### config.mk
export PLATFORM = sky130hd
export DESIGN_NAME = instr_fetch_decode
export DESIGN_NICKNAME = d
export VERILOG_FILES = /design/src/rtl/instr_fetch_decode.sv
export SDC_FILE = /design/constraint.sdc
export NUM_CORES = 1
export LEC_CHECK = 0
export CAP_MARGIN = 30
export CELL_PAD_IN_SITES_DETAIL_PLACEMENT = 1
export CELL_PAD_IN_SITES_GLOBAL_PLACEMENT = 2
export CORE_ASPECT_RATIO = 0.7
export CORE_UTILIZATION = 24
export DETAILED_ROUTE_END_ITERATION = 7
export HOLD_SLACK_MARGIN = 0.06
export PLACE_DENSITY = 0.73
export RECOVER_POWER = 25
export REMOVE_ABC_BUFFERS = 1
export SETUP_SLACK_MARGIN = 0.02
export SKIP_CTS_REPAIR_TIMING = 1
export SLEW_MARGIN = 20
export SYNTH_ARGS = -nofsm -noshare
export SYNTH_HDL_FRONTEND = slang
export SYNTH_SLANG_ARGS = --single-unit
### constraint.sdc
create_clock -name clk -period 1.9 [get_ports clk]
set_clock_uncertainty 0.2 [all_clocks]
set_input_delay 0.475 -clock clk [delete_from_list [all_inputs] [get_ports clk]]
set_output_delay 0.475 -clock clk [all_outputs]
set_load 0.02 [all_outputs]
### src/rtl/instr_fetch_decode.sv
// Fetch/decode front end: fetches 16-bit words over req/ack, decodes them and
// issues one ALU/LDI op at a time over valid/ready. NOP, JMP and HLT are consumed here.
module instr_fetch_decode #(
  parameter int                ADDR_W   = 8,
  parameter logic [ADDR_W-1:0] RESET_PC = '0
) (
  input  logic              clk,
  input  logic              rst_n,
  output logic              imem_req,
  output logic [ADDR_W-1:0] imem_addr,
  input  logic              imem_ack,
  input  logic [15:0]       imem_rdata,
  output logic              issue_valid,
  input  logic              issue_ready,
  output logic [3:0]        issue_op,
  output logic [2:0]        issue_reg_dst,
  output logic [2:0]        issue_reg_src,
  output logic [7:0]        issue_imm,
  output logic              halted,
  output logic              illegal
);

  if (ADDR_W < 1 || ADDR_W > 8) begin : g_bad_addr_w
    $error("instr_fetch_decode: ADDR_W must be in 1..8");
  end

  typedef enum logic [1:0] {
    S_FETCH = 2'd0,
    S_ISSUE = 2'd1,
    S_HALT  = 2'd2
  } state_e;

  typedef enum logic [3:0] {
    OP_NOP = 4'h0,
    OP_MOV = 4'h1,
    OP_ADD = 4'h2,
    OP_SUB = 4'h3,
    OP_AND = 4'h4,
    OP_OR  = 4'h5,
    OP_XOR = 4'h6,
    OP_LDI = 4'h7,
    OP_JMP = 4'h8,
    OP_HLT = 4'hF
  } opcode_e;

  state_e              state_q, state_d;
  logic [ADDR_W-1:0]   pc_q, pc_d;
  logic                req_q, req_d;
  logic                valid_q, valid_d;
  logic [3:0]          op_q, op_d;
  logic [2:0]          dst_q, dst_d;
  logic [2:0]          src_q, src_d;
  logic [7:0]          imm_q, imm_d;
  logic                halted_q, halted_d;
  logic                illegal_q, illegal_d;

  logic                fetch_fire;
  opcode_e             fetch_op;

  // req_q is only ever high in FETCH, so it doubles as the ack qualifier:
  // an ack arriving while no request is outstanding never reaches the decoder.
  assign fetch_fire = req_q && imem_ack;
  assign fetch_op   = opcode_e'(imem_rdata[15:12]);

  always_comb begin
    // NOTE: every variable gets its hold value first so no path through the
    // case statements can leave one unassigned and infer a latch.
    state_d   = state_q;
    pc_d      = pc_q;
    op_d      = op_q;
    dst_d     = dst_q;
    src_d     = src_q;
    imm_d     = imm_q;
    halted_d  = halted_q;
    illegal_d = illegal_q;

    unique case (state_q)
      S_FETCH: begin
        if (fetch_fire) begin
          unique case (fetch_op)
            OP_MOV, OP_ADD, OP_SUB, OP_AND, OP_OR, OP_XOR: begin
              op_d    = imem_rdata[15:12];
              dst_d   = imem_rdata[11:9];
              src_d   = imem_rdata[8:6];
              imm_d   = 8'h00;
              state_d = S_ISSUE;
            end
            OP_LDI: begin
              op_d    = imem_rdata[15:12];
              dst_d   = imem_rdata[11:9];
              src_d   = 3'd0;
              imm_d   = imem_rdata[7:0];
              state_d = S_ISSUE;
            end
            OP_NOP: pc_d = pc_q + ADDR_W'(1);
            OP_JMP: pc_d = imem_rdata[ADDR_W-1:0];
            OP_HLT: begin
              halted_d = 1'b1;
              state_d  = S_HALT;
            end
            default: begin
              halted_d  = 1'b1;
              illegal_d = 1'b1;
              state_d   = S_HALT;
            end
          endcase
        end
      end

      S_ISSUE: begin
        if (issue_ready) begin
          pc_d    = pc_q + ADDR_W'(1);
          state_d = S_FETCH;
        end
      end

      S_HALT: ;

      default: state_d = S_HALT;
    endcase

    // Handshake outputs are registered copies of the next state, which keeps
    // imem_ack and issue_ready off every combinational path to an output.
    req_d   = (state_d == S_FETCH);
    valid_d = (state_d == S_ISSUE);
  end

  // NOTE: state is updated with non-blocking assignments so every register
  // samples the pre-edge values, independent of statement order.
  always_ff @(posedge clk or negedge rst_n) begin
    if (!rst_n) begin
      state_q   <= S_FETCH;
      pc_q      <= RESET_PC;
      req_q     <= 1'b0;
      valid_q   <= 1'b0;
      op_q      <= 4'h0;
      dst_q     <= 3'd0;
      src_q     <= 3'd0;
      imm_q     <= 8'h00;
      halted_q  <= 1'b0;
      illegal_q <= 1'b0;
    end else begin
      state_q   <= state_d;
      pc_q      <= pc_d;
      req_q     <= req_d;
      valid_q   <= valid_d;
      op_q      <= op_d;
      dst_q     <= dst_d;
      src_q     <= src_d;
      imm_q     <= imm_d;
      halted_q  <= halted_d;
      illegal_q <= illegal_d;
    end
  end

  assign imem_req      = req_q;
  assign imem_addr     = pc_q;
  assign issue_valid   = valid_q;
  assign issue_op      = op_q;
  assign issue_reg_dst = dst_q;
  assign issue_reg_src = src_q;
  assign issue_imm     = imm_q;
  assign halted        = halted_q;
  assign illegal       = illegal_q;

endmodule

==> impl_metrics.json, run 1 <==
{
  "status": "finished, violations left",
  "violations": "setup timing",
  "cts_buffers": 5,
  "finalHoldViolCount": 0,
  "ff_latch_area_um2": 801,
  "synthesis.area_um2": 1470,
  "tightest_slew_ns": 0.823,
  "hpwl_um": 3520,
  "clock.fmax_mhz": 522,
  "synth_seq_cells": 32,
  "pwr-share-clk_pct": 21.0,
  "start_util_pct": 25.3,
  "p_int_mw": 1.56,
  "crit_type": "reg2reg",
  "critPathCaptureType": "flip-flop",
  "cp_top_family": "simple AND/OR/NAND/NOR gates",
  "worstSetupStartpointType": "flip-flop",
  "yosysUniqueCellTypes": 35,
  "place_congestion": 0.718,
  "rsz0062_at_grt": "true",
  "clock_sinks": 32,
  "io_pins": 50,
  "diodes": 0,
  "htree_levels": 2,
  "power.switching_mw": 0.814,
  "io_buffers": 49,
  "rr_worst_depth": 4,
  "drive_gt1_share_pct": 21.4,
  "fin_util_pct": 42.4,
  "routed_wl_um": 4800,
  "dr_total_vias": 1385,
  "worst-path-buf-inv": 1,
  "vias_per_cell": 4.69,
  "fin_ws_ns": -0.0165,
  "die_w_um": 95.5,
  "multi_input_area_um2": 651,
  "clk_path_buf_depth": 2,
  "nNetsFinal": 241,
  "cp_num_cells": 4,
  "die_y_um": 67.5,
  "grt_pass1_vias": 1471,
  "cp.required_ns": 1.86,
  "p_leak_nw": 1.54,
  "dp_cells": 283,
  "power.share.sequential_pct": 40.1,
  "drv_slew": 0,
  "grt.total_usage_pct": 15.9,
  "netlist_instances": 144,
  "critPathMaxFanout": 5,
  "crit_arrival_ns": 1.88,
  "cpPeakStageDelay_ns": 0.62,
  "min_path_cells": 1,
  "clk_transition_reported_paths_ns": 0.07,
  "irDropWorstVdd_mv": 0.427,
  "area_growth_pct": 67.7,
  "dieArea_um2": 6450,
  "crit_slowest_cell": "or4b_4",
  "drc_errors": 0,
  "min_period_ns": 1.92,
  "antenna_left": 0,
  "yosys_warnings": 0,
  "routedWlPerCell_um": 16.3,
  "coreArea_um2": 5810,
  "max_slew_margin_pct": 45.1,
  "hold_class": "reg2reg",
  "drt-initial-drc-count": 32,
  "first_pass_iters": 4,
  "antenna_found_initial": 0,
  "setup_violations": 4,
  "seq_area_frac_synth_pct": 54.5,
  "postSynthAreaPerCell_um2": 10.2,
  "nFillCells": 657,
  "row_count": 23,
  "cts_tree": "done",
  "total_power_mw": 2.38,
  "clkLatencyLatePin_ns": 0.28,
  "grt_max_degree": 33,
  "power_frac_comb_pct": 38.9,
  "p_per_area_nw_per_um2": 964,
  "gr-total-overflow": 0,
  "path_cells": "nand2_2 -> or4b_4 -> buf_8 -> mux2_4",
  "p_sw_share_pct": 34.2,
  "stdcell_count": 295,
  "cap_violations": 0,
  "period_share_pct": 101,
  "root_buffer": "clkbuf_8",
  "grt_pass1_wl_um": 7470
}
cells in the final DEF, fill, tap and decap left out, types with 3 or more instances in the layout:
cell / n
dlymetal6s2s_1: 35
dfrtp_1: 32
nand2_1: 28
buf_4: 21
clkdlybuf4s50_1: 13
o21ai_0: 10
nor2_1: 7
nand3_1: 6
mux2i_1: 6
mux2_4: 5
clkbuf_8: 5
o21ai_1: 4
nand2b_1: 3
nor3_1: 3
inv_1: 3
o2bb2ai_1: 3
o21ai_2: 3
kinds of logic after synthesis:
kind of cell,synth area share (%)
simple gates,18.6
flops,54.5
compound gates,13.0
mux,9.96
buf+inv,3.15
fa+ha+maj,0.851
Yosys cell counts:
cell type,count,area share (%)
mux2_2,1,0.77
nor2_1,7,1.8
a22oi_1,1,0.51
a41o_1,1,0.68
ha_1,1,0.85
buf_1,1,0.26
nand2_1,30,7.7
and3b_1,1,0.60
nand4_1,1,0.43
o22ai_1,1,0.43
and2_1,1,0.43
o2bb2ai_1,3,1.8
or4b_1,1,0.68
o31ai_1,1,0.51
a2bb2oi_1,1,0.60
a21oi_1,2,0.68
dfrtp_1,32,54
o21ai_0,17,5.8
nor3b_1,1,0.51
nand3_1,6,2.0
buf_6,1,0.77
a31oi_1,1,0.43
buf_2,1,0.34
mux2_4,5,5.1
a41oi_1,1,0.60
nor4b_1,1,0.60
nor3_2,1,0.68
o21bai_1,1,0.51
mux2i_1,6,4.1
nand2b_1,3,1.3
inv_1,3,0.77
clkbuf_1,4,1.0
and3_1,2,0.85
o211ai_1,1,0.51
nor3_1,3,1.0
layer usage:
metal	GRT usage (%)	vias to the layer above	part of all wire [%]	wire length, um
met3	3.94	6	4.6	219
met4	4.48	0	1.2	57
met1	19.8	686	46	2200
met2	27.5	36	48	2320
li1	-	657	-	-
met5	0	-	0	0
power by group through the flow:
stage          logic, mW  registers (mW)  clock network, mW
5_1_grt            0.991           0.977              0.551
3_3_place_gp       0.911           0.959                  0
3_5_place_dp       0.937           0.972                  0
2_1_floorplan      0.218            1.16                  0
6_report           0.924           0.954              0.500
4_1_cts            0.943           0.962              0.513
worst paths after layout:
check / endpoint / from / slack, ns
min in group asynchronous: imem_addr[7] / rst_n / 0.61
max: issue_op[0] / imem_req / -0.02
max in group asynchronous: halted / rst_n / 0.36
min: issue_op[3] / issue_op[3] / 0.29
min reg2reg: issue_op[3] / issue_op[3] / 0.29
max reg2reg: issue_op[0] / imem_req / -0.02
worst register-to-register path, stage by stage (launching register included):
cell	delay, ns
dfrtp_1	0.42
nand2_2	0.09
or4b_4	0.62
buf_8	0.17
mux2_4	0.30
area by class of cell:
| class | instances | area share, % |
|---|---|---|
| clock buffer | 6 | 2.94 |
| tap | 75 | 3.81 |
| multi-input combinational | 102 | 26.4 |
| timing repair buffer | 76 | 33.7 |
| sequential | 32 | 32.5 |
| inverter | 3 | 0.457 |
| clock inverter | 1 | 0.203 |
sequential cells by signal (all words and copies together), names as in the netlist:
signal,cells
imem_addr,8
issue_imm,8
issue_op,4
issue_reg_dst,3
issue_reg_src,3
state_q,2
halted,1
illegal,1
imem_req,1
issue_valid,1
stage by stage:
| stage | setup slack (ns) | hold WS [ns] | area, um^2 | setup TNS (ns) |
|---|---|---|---|---|
| 2_1_floorplan | -0.220 | -0.0206 | 1440 | -2.30 |
| 5_1_grt | -0.0467 | 0.304 | 2470 | -0.247 |
| 3_3_place_gp | -0.465 | 0.260 | 2200 | -10.47 |
| 4_1_cts | -0.287 | 0.294 | 2270 | -5.99 |
| 6_report | -0.0165 | 0.288 | 2470 | -0.0443 |
| 3_5_place_dp | -0.578 | 0.266 | 2200 | -13.33 |
(Power assumes the default switching activity.)
==> run 2: changes to the inputs <==
--- a/config.mk
+++ b/config.mk
@@ -9,6 +9,7 @@
 export CELL_PAD_IN_SITES_DETAIL_PLACEMENT = 1
 export CELL_PAD_IN_SITES_GLOBAL_PLACEMENT = 2
 export CORE_ASPECT_RATIO = 0.7
+export CORE_MARGIN = 2
 export CORE_UTILIZATION = 24
 export DETAILED_ROUTE_END_ITERATION = 7
 export HOLD_SLACK_MARGIN = 0.06
==> impl_metrics.json, run 2 (synthesis gave the netlist of run 1 again) <==
{
  "use_met3_pct": 4.44,
  "cts_tree": "done",
  "cap_violations": 0,
  "htree_levels": 2,
  "hpwl_um": 3440,
  "nNetsFinal": 238,
  "drive_gt1_share_pct": 17.9,
  "crit_arrival_ns": 1.79,
  "path_cells": "nand2_1 -> or4b_4 -> buf_12 -> mux2_4",
  "cpPeakStageDelay_ns": 0.58,
  "clock_sinks": 32,
  "p_int_mw": 1.69,
  "irDropWorstVdd_mv": 0.498,
  "clock.fmax_mhz": 550,
  "coreArea_um2": 5810,
  "cp.required_ns": 1.87,
  "io_buffers": 49,
  "antenna_left": 0,
  "critPathMaxFanout": 8,
  "p_sw_share_pct": 32.7,
  "grt_pass1_wl_um": 7150,
  "drc_errors": 0,
  "rsz0062_at_grt": "false",
  "stdcell_area_um2": 2440,
  "crit_slowest_cell": "or4b_4",
  "crit_type": "reg2reg",
  "drt-initial-drc-count": 13,
  "grt_busiest_layer": "met2",
  "vias_per_cell": 4.71,
  "die_w_um": 97.5,
  "hold_class": "reg2reg",
  "finalHoldViolCount": 0,
  "min_period_ns": 1.82,
  "min_path_cells": 1,
  "max_slew_margin_pct": 43.6,
  "start_util_pct": 25.3,
  "grt_use_met1_pct": 16.6,
  "die_y_um": 69.5,
  "place_area_um2": 2200,
  "routedWlPerCell_um": 15.9,
  "clk_transition_reported_paths_ns": 0.06,
  "clk_path_buf_depth": 2,
  "ff_latch_area_um2": 801,
  "io_pins": 50,
  "grt.total_usage_pct": 13.3,
  "multi_input_area_um2": 627,
  "pwr-share-clk_pct": 26.2,
  "grt_use_met2_pct": 22.4,
  "p_per_area_nw_per_um2": 1030,
  "place_congestion": 0.781,
  "setup_violations": 0,
  "nFillCells": 650,
  "gr-total-overflow": 0,
  "area_growth_pct": 65.9,
  "dr_total_vias": 1379,
  "first_pass_iters": 4,
  "drv_slew": 0,
  "dieArea_um2": 6780,
  "critPathCaptureType": "flip-flop",
  "period_share_pct": 95.7,
  "tightest_slew_ns": 0.846,
  "power.share.sequential_pct": 38.4,
  "diodes": 0,
  "cts_buffers": 5,
  "worstSetupStartpointType": "flip-flop",
  "final_cell_mix": "dlymetal6s2s_1, dfrtp_1, nand2_1",
  "p_leak_nw": 1.53,
  "grt_max_degree": 33,
  "power_frac_comb_pct": 35.5,
  "status": "finished, final reports clean",
  "row_count": 23,
  "fin_util_pct": 42.0,
  "antenna_found_initial": 0,
  "routed_wl_um": 4670,
  "rr_worst_depth": 4,
  "power.switching_mw": 0.820,
  "final_common_cell": "dlymetal6s2s_1",
  "clkLatencyLatePin_ns": 0.29,
  "root_buffer": "clkbuf_8",
  "grt_pass1_vias": 1447
}
run 2: cell count changes in the layout (fill, tap and decap cells not counted), moves of 2 or more:
cell / change
o21ai_0: +7
o21ai_1: -4
o21ai_2: -3
buf_12: +2
buf_8: -2
nand2_1: +2
nand2_2: -2
run 2: cell type report:
class	count	share of cell area [%]
Timing Repair Buffer	73	32.7
Sequential cell	32	32.8
Clock inverter	2	1.44
Tap cell	75	3.85
Clock buffer	6	2.98
Multi-Input combinational cell	102	25.7
Inverter	3	0.462
run 2: power by group through the flow:
stage	Combinational, mW	Clock, mW	Sequential, mW
3_5_place_dp	0.921	0	0.977
6_report	0.889	0.656	0.962
3_3_place_gp	0.889	0	0.968
5_1_grt	0.956	0.709	0.984
2_1_floorplan	0.218	0	1.16
4_1_cts	0.924	0.675	0.969
run 2: through the flow:
stage	TNS, ns	setup WS (ns)	cells	power, mW	hold WS (ns)
after floorplan	-2.30	-0.220	137	1.38	-0.0206
after global placement	-10.38	-0.493	282	1.86	0.260
after detailed placement	-12.03	-0.558	282	1.90	0.267
after CTS	-5.16	-0.238	290	2.57	0.288
after global routing	0	0.0153	293	2.65	0.310
final	0	0.0814	293	2.51	0.280
run 2: critical path, delay by kind of cell, from the launching register on:
family	cells	cell delay [ns]
buffers and inverters	1	0.17
DFF	1	0.38
muxes	1	0.29
and+or+nand+nor	2	0.66
run 2: path summary, 6_finish.rpt:
path	from	slack (ns)	end
max	imem_req	0.08	issue_op[1]
min	halted	0.28	halted
max reg2reg	imem_req	0.08	issue_op[1]
min reg2reg	halted	0.28	halted
max in group asynchronous	rst_n	0.35	imem_addr[0]
min in group asynchronous	rst_n	0.61	issue_reg_dst[2]
run 2: metal layers:
metal | part of all wire, % | vias up | routed length (um)
li1 | - | 651 | -
met1 | 46 | 678 | 2130
met2 | 47 | 43 | 2210
met3 | 5.7 | 7 | 266
met4 | 1.4 | 0 | 66
met5 | 0 | - | 0
